`src/rtl/fml_arbiter_2m.sv`:
```
// fml_arbiter_2m
// Two-master round-robin arbiter in front of one FML DDR slave port.
// One master is granted per transaction. The grant is held until the slave
// acknowledges or the watchdog expires. The ack and read data are then
// returned to the winning master only.
//
// Handshake: a master raises mN_stb with its request and holds it until the
// cycle in which mN_ack is high. It must drop stb on the edge that samples
// that ack. On the slave side, s_stb is held high until s_ack is seen; s_di
// is valid in the s_ack cycle. mN_do is valid only while mN_ack is high.
//
// Ports
//   sys_clk, sys_rst           clock, synchronous active-high reset
//   m0_*/m1_*                  master request (adr/stb/we/sel/di), ack/do back
//   s_adr/s_stb/s_we/s_sel/s_do  slave request
//   s_ack, s_di                slave acknowledge and read data
//   err                        sticky watchdog-abort flag
//   dbg_state                  current FSM state (IDLE=0, ACTIVE=1, DONE=2)
module fml_arbiter_2m #(
  parameter int          SDRAM_DEPTH = 26,
  parameter int          TIMEOUT     = 1024,
  parameter logic [31:0] ERR_DATA    = 32'hDEADBEEF
) (
  input  logic                   sys_clk,
  input  logic                   sys_rst,
  input  logic [SDRAM_DEPTH-1:0] m0_adr,
  input  logic                   m0_stb,
  input  logic                   m0_we,
  input  logic [3:0]             m0_sel,
  input  logic [31:0]            m0_di,
  output logic                   m0_ack,
  output logic [31:0]            m0_do,
  input  logic [SDRAM_DEPTH-1:0] m1_adr,
  input  logic                   m1_stb,
  input  logic                   m1_we,
  input  logic [3:0]             m1_sel,
  input  logic [31:0]            m1_di,
  output logic                   m1_ack,
  output logic [31:0]            m1_do,
  output logic [SDRAM_DEPTH-1:0] s_adr,
  output logic                   s_stb,
  output logic                   s_we,
  output logic [3:0]             s_sel,
  output logic [31:0]            s_do,
  input  logic                   s_ack,
  input  logic [31:0]            s_di,
  output logic                   err,
  output logic [1:0]             dbg_state
);

  localparam int                WDOG_W   = $clog2(TIMEOUT);
  localparam logic [WDOG_W-1:0] WDOG_MAX = WDOG_W'(TIMEOUT - 1);

  typedef enum logic [1:0] {
    IDLE   = 2'd0,
    ACTIVE = 2'd1,
    DONE   = 2'd2
  } state_t;

  state_t            state;
  logic              owner;
  logic              last;
  logic [WDOG_W-1:0] wdog;
  logic [31:0]       rd_buf;

  always_ff @(posedge sys_clk) begin
    if (sys_rst) begin
      state  <= IDLE;
      owner  <= 1'b0;
      last   <= 1'b1;   // m0 wins the first tie
      wdog   <= '0;
      rd_buf <= 32'd0;
      err    <= 1'b0;
      m0_ack <= 1'b0;
      m1_ack <= 1'b0;
    end else begin
      m0_ack <= 1'b0;
      m1_ack <= 1'b0;
      case (state)
        IDLE: begin
          if (m0_stb || m1_stb) begin
            // A tie goes to whoever was not served last; otherwise the
            // single requester wins.
            if (m0_stb && m1_stb) owner <= ~last;
            else                  owner <= m1_stb;
            wdog  <= '0;
            state <= ACTIVE;
          end
        end
        ACTIVE: begin
          // s_ack is tested first so it wins over a simultaneous timeout.
          if (s_ack) begin
            rd_buf <= s_di;
            m0_ack <= ~owner;
            m1_ack <= owner;
            state  <= DONE;
          end else if (wdog == WDOG_MAX) begin
            rd_buf <= ERR_DATA;
            err    <= 1'b1;
            m0_ack <= ~owner;
            m1_ack <= owner;
            state  <= DONE;
          end else begin
            wdog <= wdog + 1'b1;
          end
        end
        DONE: begin
          last  <= owner;
          state <= IDLE;
        end
        default: state <= IDLE;
      endcase
    end
  end

  // Slave request is a plain mux on the registered owner; everything except
  // the address is forced to zero outside ACTIVE.
  assign s_stb  = (state == ACTIVE);
  assign s_adr  = owner ? m1_adr : m0_adr;
  assign s_we   = s_stb & (owner ? m1_we : m0_we);
  assign s_sel  = s_stb ? (owner ? m1_sel : m0_sel) : 4'd0;
  assign s_do   = s_stb ? (owner ? m1_di : m0_di) : 32'd0;

  // One shared read buffer feeds both masters; only the acked one looks.
  assign m0_do  = rd_buf;
  assign m1_do  = rd_buf;

  assign dbg_state = state;

endmodule
```
`config.mk`:
```
export PLATFORM = sky130hd
export DESIGN_NAME = fml_arbiter_2m
export DESIGN_NICKNAME = d
export VERILOG_FILES = /design/src/rtl/fml_arbiter_2m.sv
export SDC_FILE = /design/constraint.sdc
export NUM_CORES = 1
export LEC_CHECK = 0
export ABC_AREA = 0
export CAP_MARGIN = 5
export CORE_ASPECT_RATIO = 1.25
export CORE_MARGIN = 3
export CORE_UTILIZATION = 25
export DETAILED_ROUTE_END_ITERATION = 6
export MAX_ROUTING_LAYER = met4
export PLACE_DENSITY = 0.7
export REMOVE_ABC_BUFFERS = 1
export SYNTH_ARGS = -nofsm -noshare
export SYNTH_HDL_FRONTEND = slang
export SYNTH_SLANG_ARGS = --single-unit
```
`constraint.sdc`:
```
create_clock -name sys_clk -period 1.8 [get_ports sys_clk]
set_input_delay 0.36 -clock sys_clk [delete_from_list [all_inputs] [get_ports sys_clk]]
set_output_delay 0.36 -clock sys_clk [all_outputs]
set_load 0.005 [all_outputs]
```
# Word-level counts from Yosys, hierarchy flattened
# Cells that the tools add are included.
# totals
output_inout_bits,133
ff_bits,49
input_bits,163
# classes
n_addsub,1
n_bitwise,5
eq_ne,7
n_mux,21
n_reduce_logical,11
# op_table
operator,count
$mux W32,4
$mux W10,3
$mux W26,1
$pmux W10 S2,1
$add A10 B1 Y10 const B,1
$eq A10 B10 Y1 const B,1
$mux W4,2
$mux W1,6
$mux W2,3
$ne A2 B2 Y1 const B,3
$reduce_and A2 Y1,3
$not A1 Y1,4
$pmux W2 S2,1
$reduce_and A4 Y1,1
$reduce_bool A2 Y1,2
$ne A3 B1 Y1 const B,1
$reduce_and A3 Y1,1
$eq A2 B1 Y1 const B,1
$eq A2 B2 Y1 const B,1
$logic_not A2 Y1,1
$reduce_or A2 Y1,1
$and A1 B1 Y1,1
$logic_and A1 B1 Y1,1
$logic_or A1 B1 Y1,1

# Logic depth before layout (Yosys ltp)
# Gate-level depths: netlist of the first run.
# depth
word_depth,4
ltp_mapped,6
depth_no_buf,5

# Worst setup path after synthesis of the first run
# No wires, ideal clock.
# synth_path
path_type,register -> output
start,reg state[1] (netlist: dbg_state[1])
end,out s_do[11]
stages_incl_launch_ff,5
n_path_buf,2
slack_ns,0.175
arrival_time_ns,1.265
path_cell_list,dfxtp_1 -> nand2b_2 -> buf_1 -> buf_1 -> nor2_1
# synth_between
elab_chain_cells,2
# synth_rtl
element,line,rtl
from (decl),60,state_t state;
from (signal assigned),68,state <= IDLE;
from (signal assigned),87,state <= ACTIVE;
from (signal assigned),96,state <= DONE;
$eq A2 B1 Y1,118,assign s_stb = (state == ACTIVE);
$mux W32,122,assign s_do = s_stb ? (owner ? m1_di : m0_di) : 32'd0;
to (decl),44,"output logic [31:0] s_do,"
# No other way between the ends.

# Worst setup path in the final report of the first run
# layout_path
start,reg owner
end,out s_adr[21]
# layout_between
elab_chain_cells,1
# layout_rtl
element,line,rtl
from (decl),61,logic owner;
from (signal assigned),84,if (m0_stb && m1_stb) owner <= ~last;
from (signal assigned),85,else owner <= m1_stb;
$mux W26,119,assign s_adr = owner ? m1_adr : m0_adr;
to (decl),40,"output logic [SDRAM_DEPTH-1:0] s_adr,"
# No other way between the ends.

==> results of run 1 <==
worst reg2reg max path: cells and delay by family (launching register included):
kind | cells | cell delay [ns]
buffers and inverters | 1 | 0.14
DFF | 1 | 0.34
and+or+nand+nor | 2 | 0.33
adders and majority gates | 1 | 0.23
AOI/OAI and AO/OA | 2 | 0.53
synth_stat cells, drive strengths merged, types with 2 or more instances:
cell type	number	area share, %
dfxtp	49	33
nor2	48	6.2
buf	45	10
mux2i	39	13
mux2	26	9.7
o221a	24	9.0
nand2	20	2.5
a21oi	17	2.8
o21ai	11	2.0
clkbuf	10	1.2
nand3	9	1.5
a31oi	5	1.7
nand2b	4	0.92
nor3	4	0.67
a311oi	2	0.58
and2	2	0.42
and3	2	0.42
clkinv	2	0.25
nand4	2	0.42
worst max path at each step:
| stage | cells past startpoint | end | slack [ns] | from |
|---|---|---|---|---|
| 3_5_place_dp | 4 | s_do[18] | -0.37 | m1_di[18] |
| 5_1_grt | 7 | s_sel[0] | -0.12 | owner |
| 6_report | 5 | s_adr[21] | -0.05 | owner |
| 2_1_floorplan | 1 | s_adr[0] | -1.07 | owner |
| 4_1_cts | 6 | s_do[6] | -0.13 | owner |
| 3_3_place_gp | 4 | s_do[18] | -0.37 | m1_di[18] |
report_power, final:
| part | switching [mW] | internal (mW) |
|---|---|---|
| combinational | 0.564 | 1.03 |
| sequential | 0.0521 | 1.15 |
| clock | 0.381 | 0.653 |
| total | 0.997 | 2.83 |
logic make-up (layout without fill, tap and decap cells):
family / after synthesis / in the layout / share of synthesized area (%)
AO/OA/AOI/OAI: 68 / 68 / 18.7
adder cells (fa/ha/maj): 1 / 1 / 0.416
buffers and inverters: 57 / 360 / 11.6
flip-flops: 49 / 49 / 32.6
multiplexers: 65 / 65 / 22.7
other: 0 / 1 / 0
AND/OR/NAND/NOR: 94 / 95 / 13.9
registers in the layout (all words and copies together), names as in the netlist:
signal     flops
m0_ack         1
wdog          10
m1_ack         1
err            1
owner          1
dbg_state      2
last           1
m0_do         32
timing repair:
item | 4_1_cts | 5_1_grt
hold buffers | 0 | 0
gates cloned | 6 | 1
pin swaps | 10 | 11
buffers inserted | 14 | 8
endpoints found under the hold margin | 0 | 0
endpoints found under the setup margin | 89 | 69
gates resized for setup | 272 | 41
final cells by class:
type / instances / area [sq um] / area share (%)
timing repair buffer: 350 / 3440 / 52.1
multi-input combinational: 229 / 1800 / 27.3
sequential: 49 / 985 / 14.9
tap: 161 / 201 / 3.05
clock buffer: 6 / 129 / 1.95
clock inverter: 2 / 35.0 / 0.531
inverter: 2 / 7.51 / 0.114
antenna: 1 / 2.50 / 0.0379
layer usage:
metal / vias to the layer above / GRT usage (%) / share of wire, %
met3: 28 / 7.53 / 9.5
met1: 1739 / 23.3 / 36
li1: 1794 / - / -
met4: 0 / 10.6 / 4.4
met5: - / - / 0
met2: 229 / 41.6 / 50
stage by stage:
stage | total power, mW | worst slack [ns]
after floorplan | 1.62 | -1.07
after global placement | 2.67 | -0.367
after detailed placement | 2.69 | -0.367
after CTS | 3.84 | -0.127
after global routing | 4.00 | -0.120
final | 3.82 | -0.0527
layout by cell type (no fill, tap or decap), types with 2 or more instances in the layout:
master           instances
nand4_1                  2
mux2_4                  15
nor3_1                   4
mux2_2                  11
dfxtp_1                 48
buf_2                   32
nor2_4                   2
nor2_1                  42
clkbuf_2                11
nand2_1                 20
buf_8                    2
o221a_2                 24
mux2i_2                  4
buf_12                  10
clkbuf_16                6
buf_6                   24
nor2_2                   5
a21oi_1                 17
a31oi_1                  3
mux2i_1                 34
a311oi_1                 2
buf_16                   3
nand2b_1                 3
nand3_1                  9
clkdlybuf4s50_1        231
and3_1                   2
clkdlybuf4s15_1          2
and2_1                   2
o21ai_0                 10
buf_4                   32
clkinv_1                 2
==> flow_metrics.tcl, run 1 <==
set metrics [dict create \
    irDropWorstVdd_mv 0.379 \
    average_wire_length_per_cell_after_detail_routing_microns 19.7 \
    timing.final.crit_period_ns 1.85 \
    finalWirelength_mm 15.7 \
    yosysUniqueCellTypes 39 \
    io_pins 296 \
    path_clk_slew_ns 0.07 \
    place.port_buffers 295 \
    slew_violations 0 \
    syn-cell-area_sq_um 3010 \
    dpl-instance-area_sq_um 6140 \
    antenna_found_initial 1 \
    max_slew.worst_pin.slew_ns 0.365 \
    cpMostUsedCell "buf_6" \
    worst-endpoint-required_ns 1.44 \
    hold_path.class "register to register" \
    hold-path-endpoint "last" \
    crit_path_cell_trace "buf_12, buf_8, buf_6, mux2_4, buf_6" \
    drv_cap 0 \
    worst_r2r_endpoint "m0_do[30]" \
    die-width_microns 104 \
    average_via_count_per_standard_cell 4.74 \
    static-leakage-power_nw 2.61 \
    floorplan.initialDensity_pct 25.8 \
    dp.final_hpwl_mm 12.6 \
    grt_pass1_wl_mm 23.2 \
    synth-main-ff-cell "dfxtp_1" \
    timing.critical_path.to_type "primary output" \
    synth_edf_count 0 \
    number_of_warnings_reported_in_the_yosys_synthesis_log 0 \
    worstSkewPairLatency_ns 0.28 \
    die-area_sq_um 13400 \
    worst_hold_slack_ns 0.491 \
    syn_area_per_cell_sq_um 9.01 \
    timing.critical_path.fanout_max 9 \
    cts-root-buf "clkbuf_16" \
    cell_count_after_synthesis 334 \
    floorplan.die.height_microns 129 \
    setup.worst_path.start_class "register" \
    outcome "finished, violations left" \
    finalCritPeriodShare_pct 103 \
    area_of_the_core_sq_um 11700 \
    final_area_sq_um 6600 \
    regToRegStartpoint "wdog[1]" \
    finalCoreUtilization_pct 56.5 \
    fillers 1039 \
    route.vias.total 3790 \
    finish.cell_count_without_fillers 800 \
    cts_tree "yes" \
    rows 44 \
    holdPathStages 2 \
    totalNegativeSetupSlack_ns -0.607 \
    cts_made_buffers 5 \
    seq_area_frac_synth_pct 32.6 \
    detail_route.first_pass.iterations 5 \
    worstPathBufferInverterCount 4 \
    area_delta_synth_final_pct 119 \
    final-setup-viol-count 16 \
    grt_start_max_net_pins 26 \
    cts_num_sinks 49 \
    number_of_storage_elements_in_the_synthesis_netlist 49 \
    global_route.usage.total_pct 23.3 \
    critPathKind "register to primary output" \
    grt_pass1_vias 4014 \
    max_clock_freq_mhz 540 \
    count_of_nets_left_with_antenna_violations_after_detail_routing 0 \
    critical-path-max-stage-delay_ns 0.37 \
    cp.arrival_ns 1.49 \
    finalHoldViolations 0 \
    timing.reg2reg.worst_path_depth 6 \
    cpMaxStageDelayCell "dfxtp_4" \
    rsz0062_at_grt "yes" \
    cts_htree_levels 2 \
    gp_congestion 0.881 \
    cp_top_family "buffers and inverters" \
    numPlacedInstances 767 \
    ratio_of_cells_with_drive_above_1_in_the_final_layout_pct 30.1 \
    worst_setup_slack_for_register_to_register_paths_ns 0.12 \
    relative_max_transition_margin_pct 75.5 \
    postLayoutSetupSlackWorst_ns -0.0527 \
    ys_async_sr_fraction_pct 0 \
    drt_iter0_drc 160 \
    power_density_nw_per_um2 580 \
    fin_nets 801 \
    min-delay-start "last" \
    clock_skew_ns 0.00650 \
    grt_overflow 0 \
    remaining_drc_errors 0 \
    cts.path.max_buffers 2 \
    violations "negative setup slack" \
]
(Power assumes the default switching activity.)
==> run 2, diff against run 1 <==
--- a/config.mk
+++ b/config.mk
@@ -10,10 +10,13 @@
 export CORE_ASPECT_RATIO = 1.25
 export CORE_MARGIN = 3
 export CORE_UTILIZATION = 25
+export CTS_BUF_LIST = sky130_fd_sc_hd__clkbuf_16
+export CTS_CLUSTER_DIAMETER = 30
 export DETAILED_ROUTE_END_ITERATION = 6
 export MAX_ROUTING_LAYER = met4
 export PLACE_DENSITY = 0.7
 export REMOVE_ABC_BUFFERS = 1
+export SKIP_LAST_GASP = 1
 export SYNTH_ARGS = -nofsm -noshare
 export SYNTH_HDL_FRONTEND = slang
 export SYNTH_SLANG_ARGS = --single-unit
==> flow_metrics.tcl, run 2 (same netlist as run 1, synthesis figures left out) <==
set metrics [dict create \
    cts-root-buf "clkbuf_16" \
    hold_path.class "register to register" \
    layout_commonest_cell "clkdlybuf4s50_1" \
    cts_htree_levels 2 \
    irDropWorstVdd_mv 0.380 \
    outcome "finished, violations left" \
    finalHoldViolations 0 \
    cp.arrival_ns 1.52 \
    floorplan.initialDensity_pct 25.8 \
    average_via_count_per_standard_cell 4.75 \
    ratio_of_cells_with_drive_above_1_in_the_final_layout_pct 30.5 \
    fin_nets 806 \
    finalCritPeriodShare_pct 105 \
    cts_tree "yes" \
    most-common-layout-cells "231 x clkdlybuf4s50_1, 48 x dfxtp_1, 43 x nor2_1, 34 x mux2i_1, 33 x buf_4" \
    area_delta_synth_final_pct 123 \
    rows 44 \
    critPathKind "register to primary output" \
    count_of_nets_left_with_antenna_violations_after_detail_routing 0 \
    die-width_microns 104 \
    dpl-instance-area_sq_um 6140 \
    floorplan.die.height_microns 129 \
    grt_overflow 0 \
    clock_skew_ns 0.00663 \
    grt_pass1_wl_mm 23.1 \
    power_density_nw_per_um2 576 \
    remaining_drc_errors 0 \
    cpMostUsedCell "buf_12" \
    finish.cell_count_without_fillers 805 \
    crit_path_cell_trace "buf_12, buf_4, buf_12, mux2_2, buf_2" \
    rsz0062_at_grt "yes" \
    static-leakage-power_nw 2.68 \
    antenna_found_initial 1 \
    die-area_sq_um 13400 \
    finalWirelength_mm 15.8 \
    cts_made_buffers 5 \
    detail_route.first_pass.iterations 4 \
    worstSkewPairLatency_ns 0.28 \
    violations "negative setup slack" \
    timing.final.crit_period_ns 1.88 \
    global_route.usage.total_pct 23.2 \
    cpMaxStageDelayCell "dfxtp_4" \
    path_clk_slew_ns 0.07 \
    relative_max_transition_margin_pct 75.8 \
    final-setup-viol-count 26 \
    grt_start_max_net_pins 26 \
    timing.reg2reg.worst_path_depth 5 \
    postLayoutSetupSlackWorst_ns -0.0828 \
    final_area_sq_um 6700 \
    io_pins 296 \
    area_of_the_core_sq_um 11700 \
    timing.critical_path.fanout_max 8 \
    average_wire_length_per_cell_after_detail_routing_microns 19.6 \
    gp_congestion 0.881 \
    max_slew.worst_pin.slew_ns 0.361 \
    timing.critical_path.to_type "primary output" \
    setup.worst_path.start_class "register" \
    cts_num_sinks 49 \
    dp.final_hpwl_mm 12.6 \
    max_clock_freq_mhz 531 \
    place.port_buffers 295 \
    numPlacedInstances 767 \
    slew_violations 0 \
    route.vias.total 3822 \
    critical-path-max-stage-delay_ns 0.37 \
    largest_register_ffs 32 \
    worst-endpoint-required_ns 1.44 \
    cts.path.max_buffers 2 \
    grt_pass1_vias 4024 \
    drv_cap 0 \
    drt_iter0_drc 143 \
    holdPathStages 2 \
]
## run 2: cell count changes in the layout (fill, tap and decap cells not counted), sizes merged
cell	before	now
clkbuf	18	24
clkdlybuf4s15	2	1
inv	0	1
buf	103	100
dlygate4sd2	1	2
bufbuf	1	2
## run 2: where the power goes
group | leakage [nW] | switching [mW] | internal (mW) | total, mW
Sequential | 0.400 | 0.0518 | 1.15 | 1.20
Combinational | 2.20 | 0.567 | 1.06 | 1.63
Clock | 0.0850 | 0.386 | 0.648 | 1.03
Total | 2.68 | 1.00 | 2.85 | 3.86
## run 2: layout make-up
cell class	instances	area, sq um
clock buffers	5	125
fillers	1032	4980
clock inverters	3	38.8
inverters	2	7.51
flip-flops and latches	49	985
multi-input cells	229	1800
repair buffers	355	3540
diodes	1	2.50
well taps	161	201
## run 2: stage by stage
step                hold slack [ns]  power [mW]  setup TNS, ns  worst slack [ns]  util [%]
floorplan                     0.429        1.62         -77.81             -1.07         -
global placement              0.473        2.67          -8.20            -0.367      52.6
detailed placement            0.484        2.69          -9.45            -0.367      52.6
CTS                           0.498        3.82          -2.59            -0.128      55.8
global route                  0.527        4.03          -3.32            -0.136      57.4
finish                        0.494        3.86         -0.955           -0.0828      57.4
## run 2: final timing paths
check | slack [ns] | endpoint | start
max | -0.08 | s_adr[15] | owner
min | 0.49 | last | last
max reg2reg | 0.11 | wdog[5] | dbg_state[0]
min reg2reg | 0.49 | last | last
## run 2: critical path: cells and delay by family, from the launching register on
family | cells | cell delay (ns)
buf+inv | 4 | 0.53
flops | 1 | 0.37
mux | 1 | 0.33
## run 2: layer usage
| layer | track usage, % | up-vias | wire, microns |
|---|---|---|---|
| met5 | - | - | 0 |
| met4 | 9.86 | 0 | 673 |
| met3 | 7.73 | 28 | 1640 |
| met2 | 41.8 | 252 | 7890 |
| met1 | 23.1 | 1739 | 5590 |
| li1 | - | 1803 | - |
## run 2: timing repair
action | in CTS | in global routing
resized for setup | 239 | 69
hold buffers | 0 | 0
endpoints found under the hold margin | 0 | 0
gates cloned | 6 | 2
setup buffers | 14 | 11
pin swaps | 10 | 10
setup endpoints to repair | 89 | 72
==> run 3, diff against run 2 <==
--- a/config.mk
+++ b/config.mk
@@ -13,8 +13,8 @@
 export CTS_BUF_LIST = sky130_fd_sc_hd__clkbuf_16
 export CTS_CLUSTER_DIAMETER = 30
 export DETAILED_ROUTE_END_ITERATION = 6
+export DONT_BUFFER_PORTS = 1
 export MAX_ROUTING_LAYER = met4
-export PLACE_DENSITY = 0.7
 export REMOVE_ABC_BUFFERS = 1
 export SKIP_LAST_GASP = 1
 export SYNTH_ARGS = -nofsm -noshare
==> flow_metrics.tcl, run 3 (same netlist as run 1, synthesis figures left out) <==
set metrics [dict create \
    setup.worst_path.start_class "register" \
    timing.critical_path.fanout_max 19 \
    cts_num_sinks 49 \
    io_pins 296 \
    max_clock_freq_mhz 548 \
    cts.path.max_buffers 2 \
    area_of_the_core_sq_um 11700 \
    grt_start_max_net_pins 49 \
    average_wire_length_per_cell_after_detail_routing_microns 24.6 \
    cts-root-buf "clkbuf_16" \
    count_of_nets_left_with_antenna_violations_after_detail_routing 0 \
    die-area_sq_um 13400 \
    detail_route.first_pass.iterations 4 \
    regToRegStartpoint "wdog[6]" \
    irDropWorstVdd_mv 0.391 \
    max_slew.worst_pin.slew_ns 0.425 \
    holdPathStages 1 \
    global_route.usage.total_pct 15.9 \
    ff_latch_area_sq_um 985 \
    violations "negative setup slack" \
    antennaDiodeCount 0 \
    finalWirelength_mm 11.4 \
    worst-endpoint-required_ns 1.44 \
    timing.critical_path.to_type "primary output" \
    final_area_sq_um 3230 \
    layout_commonest_cell "dfxtp_1" \
    most-common-layout-cells "48 x dfxtp_1, 47 x nor2_1, 38 x mux2i_1, 26 x mux2_2, 24 x o221a_2" \
    cts_htree_levels 2 \
    power_density_nw_per_um2 883 \
    multi_input_logic_area_sq_um 1700 \
    postLayoutSetupSlackWorst_ns -0.0236 \
    floorplan.initialDensity_pct 25.8 \
    area_delta_synth_final_pct 7.32 \
    finalHoldViolations 0 \
    finalCritPeriodShare_pct 101 \
    dp.final_hpwl_mm 9.38 \
    die-width_microns 104 \
    ratio_of_cells_with_drive_above_1_in_the_final_layout_pct 27.4 \
    hold-path-endpoint "owner" \
    floorplan.die.height_microns 129 \
    critPathKind "register to primary output" \
    totalNegativeSetupSlack_ns -0.0236 \
    worst_setup_slack_for_register_to_register_paths_ns 0.13 \
    clock_skew_ns 0.00767 \
    worst_r2r_endpoint "wdog[5]" \
    average_via_count_per_standard_cell 5.42 \
    post_cts_hold_buffer_count 0 \
    largest_register_ffs 32 \
    final-setup-viol-count 1 \
    cts_made_buffers 5 \
    place.port_buffers 0 \
    grt_pass1_wl_mm 15.5 \
    slew_violations 0 \
    min-delay-start "sys_rst" \
    remaining_drc_errors 0 \
    outcome "finished, violations left" \
    gp_congestion 0.846 \
    antenna_found_initial 0 \
    grt_pass1_vias 2362 \
    worstSkewPairLatency_ns 0.29 \
    rsz0062_at_grt "yes" \
    worst_hold_slack_ns 0.132 \
    finalCoreUtilization_pct 27.7 \
    fillers 1256 \
    timing.final.crit_period_ns 1.82 \
    rows 44 \
    drt_iter0_drc 107 \
    grt_overflow 0 \
    cts_tree "yes" \
    route.vias.total 2513 \
    fin_nets 467 \
    total_power_mw 2.85 \
    dpl-instance-area_sq_um 3020 \
    path_clk_slew_ns 0.06 \
    cp.arrival_ns 1.46 \
    relative_max_transition_margin_pct 71.6 \
    static-leakage-power_nw 1.09 \
    drv_cap 0 \
    timing.reg2reg.worst_path_depth 4 \
    hold_path.class "input pin to register" \
]
run 3: cell types whose count changed in the layout (fill, tap and decap cells not counted), sizes merged:
cell           change
clkdlybuf4s50    -231
clkbuf            -18
clkdlybuf4s15      -1
diode              -1
bufbuf             -2
dlygate4sd2        -2
buf               -85
inv                -1
run 3: per-layer routing:
metal / global-route usage [%] / wire, microns
met3: 7.83 / 1550
met2: 28.6 / 5820
met4: 5.09 / 236
met1: 14.8 / 3800
met5: - / 0
run 3: power breakdown:
| part | total, mW | switching, mW | leakage, nW | internal [mW] |
|---|---|---|---|---|
| clock network | 1.04 | 0.394 | 0.0797 | 0.645 |
| registers | 1.23 | 0.0833 | 0.400 | 1.15 |
| logic | 0.581 | 0.329 | 0.613 | 0.252 |
run 3: how the worst max path moves through the flow:
stage	from	end	slack (ns)	depth (start not counted)
finish	owner	s_do[1]	-0.02	4
global route	owner	s_do[1]	-0.05	4
CTS	owner	s_do[1]	-0.02	4
detailed placement	dbg_state[1]	m0_do[7]	-0.11	4
global placement	dbg_state[1]	m0_do[9]	0.03	4
floorplan	owner	s_adr[0]	-1.07	1
run 3: worst max-delay path, cell delays in order (launching register included):
cell and delay, ns:
dfxtp_4 0.37, buf_12 0.17, mux2i_2 0.31, nor2_1 0.14
buf_4 0.16
run 3: per-stage QoR:
stage / worst slack [ns] / cells
after floorplan: -1.07 / 279
after global placement: 0.0339 / 455
after detailed placement: -0.111 / 455
after CTS: -0.0248 / 462
after global routing: -0.0539 / 464
final: -0.0236 / 464
run 3: what timing repair did:
| action | CTS | global route |
|---|---|---|
| endpoints found under the setup margin | 27 | 32 |
| gates resized for setup | 3 | 1 |
| pin swaps | 0 | 1 |
| buffers inserted | 0 | 0 |
| gates cloned | 0 | 2 |
run 3: area by class of cell:
class / count / share of cell area [%]
multi-input cells: 229 / 52.6
clock buffers: 5 / 3.88
inverters: 2 / 0.233
well taps: 161 / 6.24
repair buffers: 16 / 5.43
flip-flops and latches: 49 / 30.5
clock inverters: 2 / 1.09
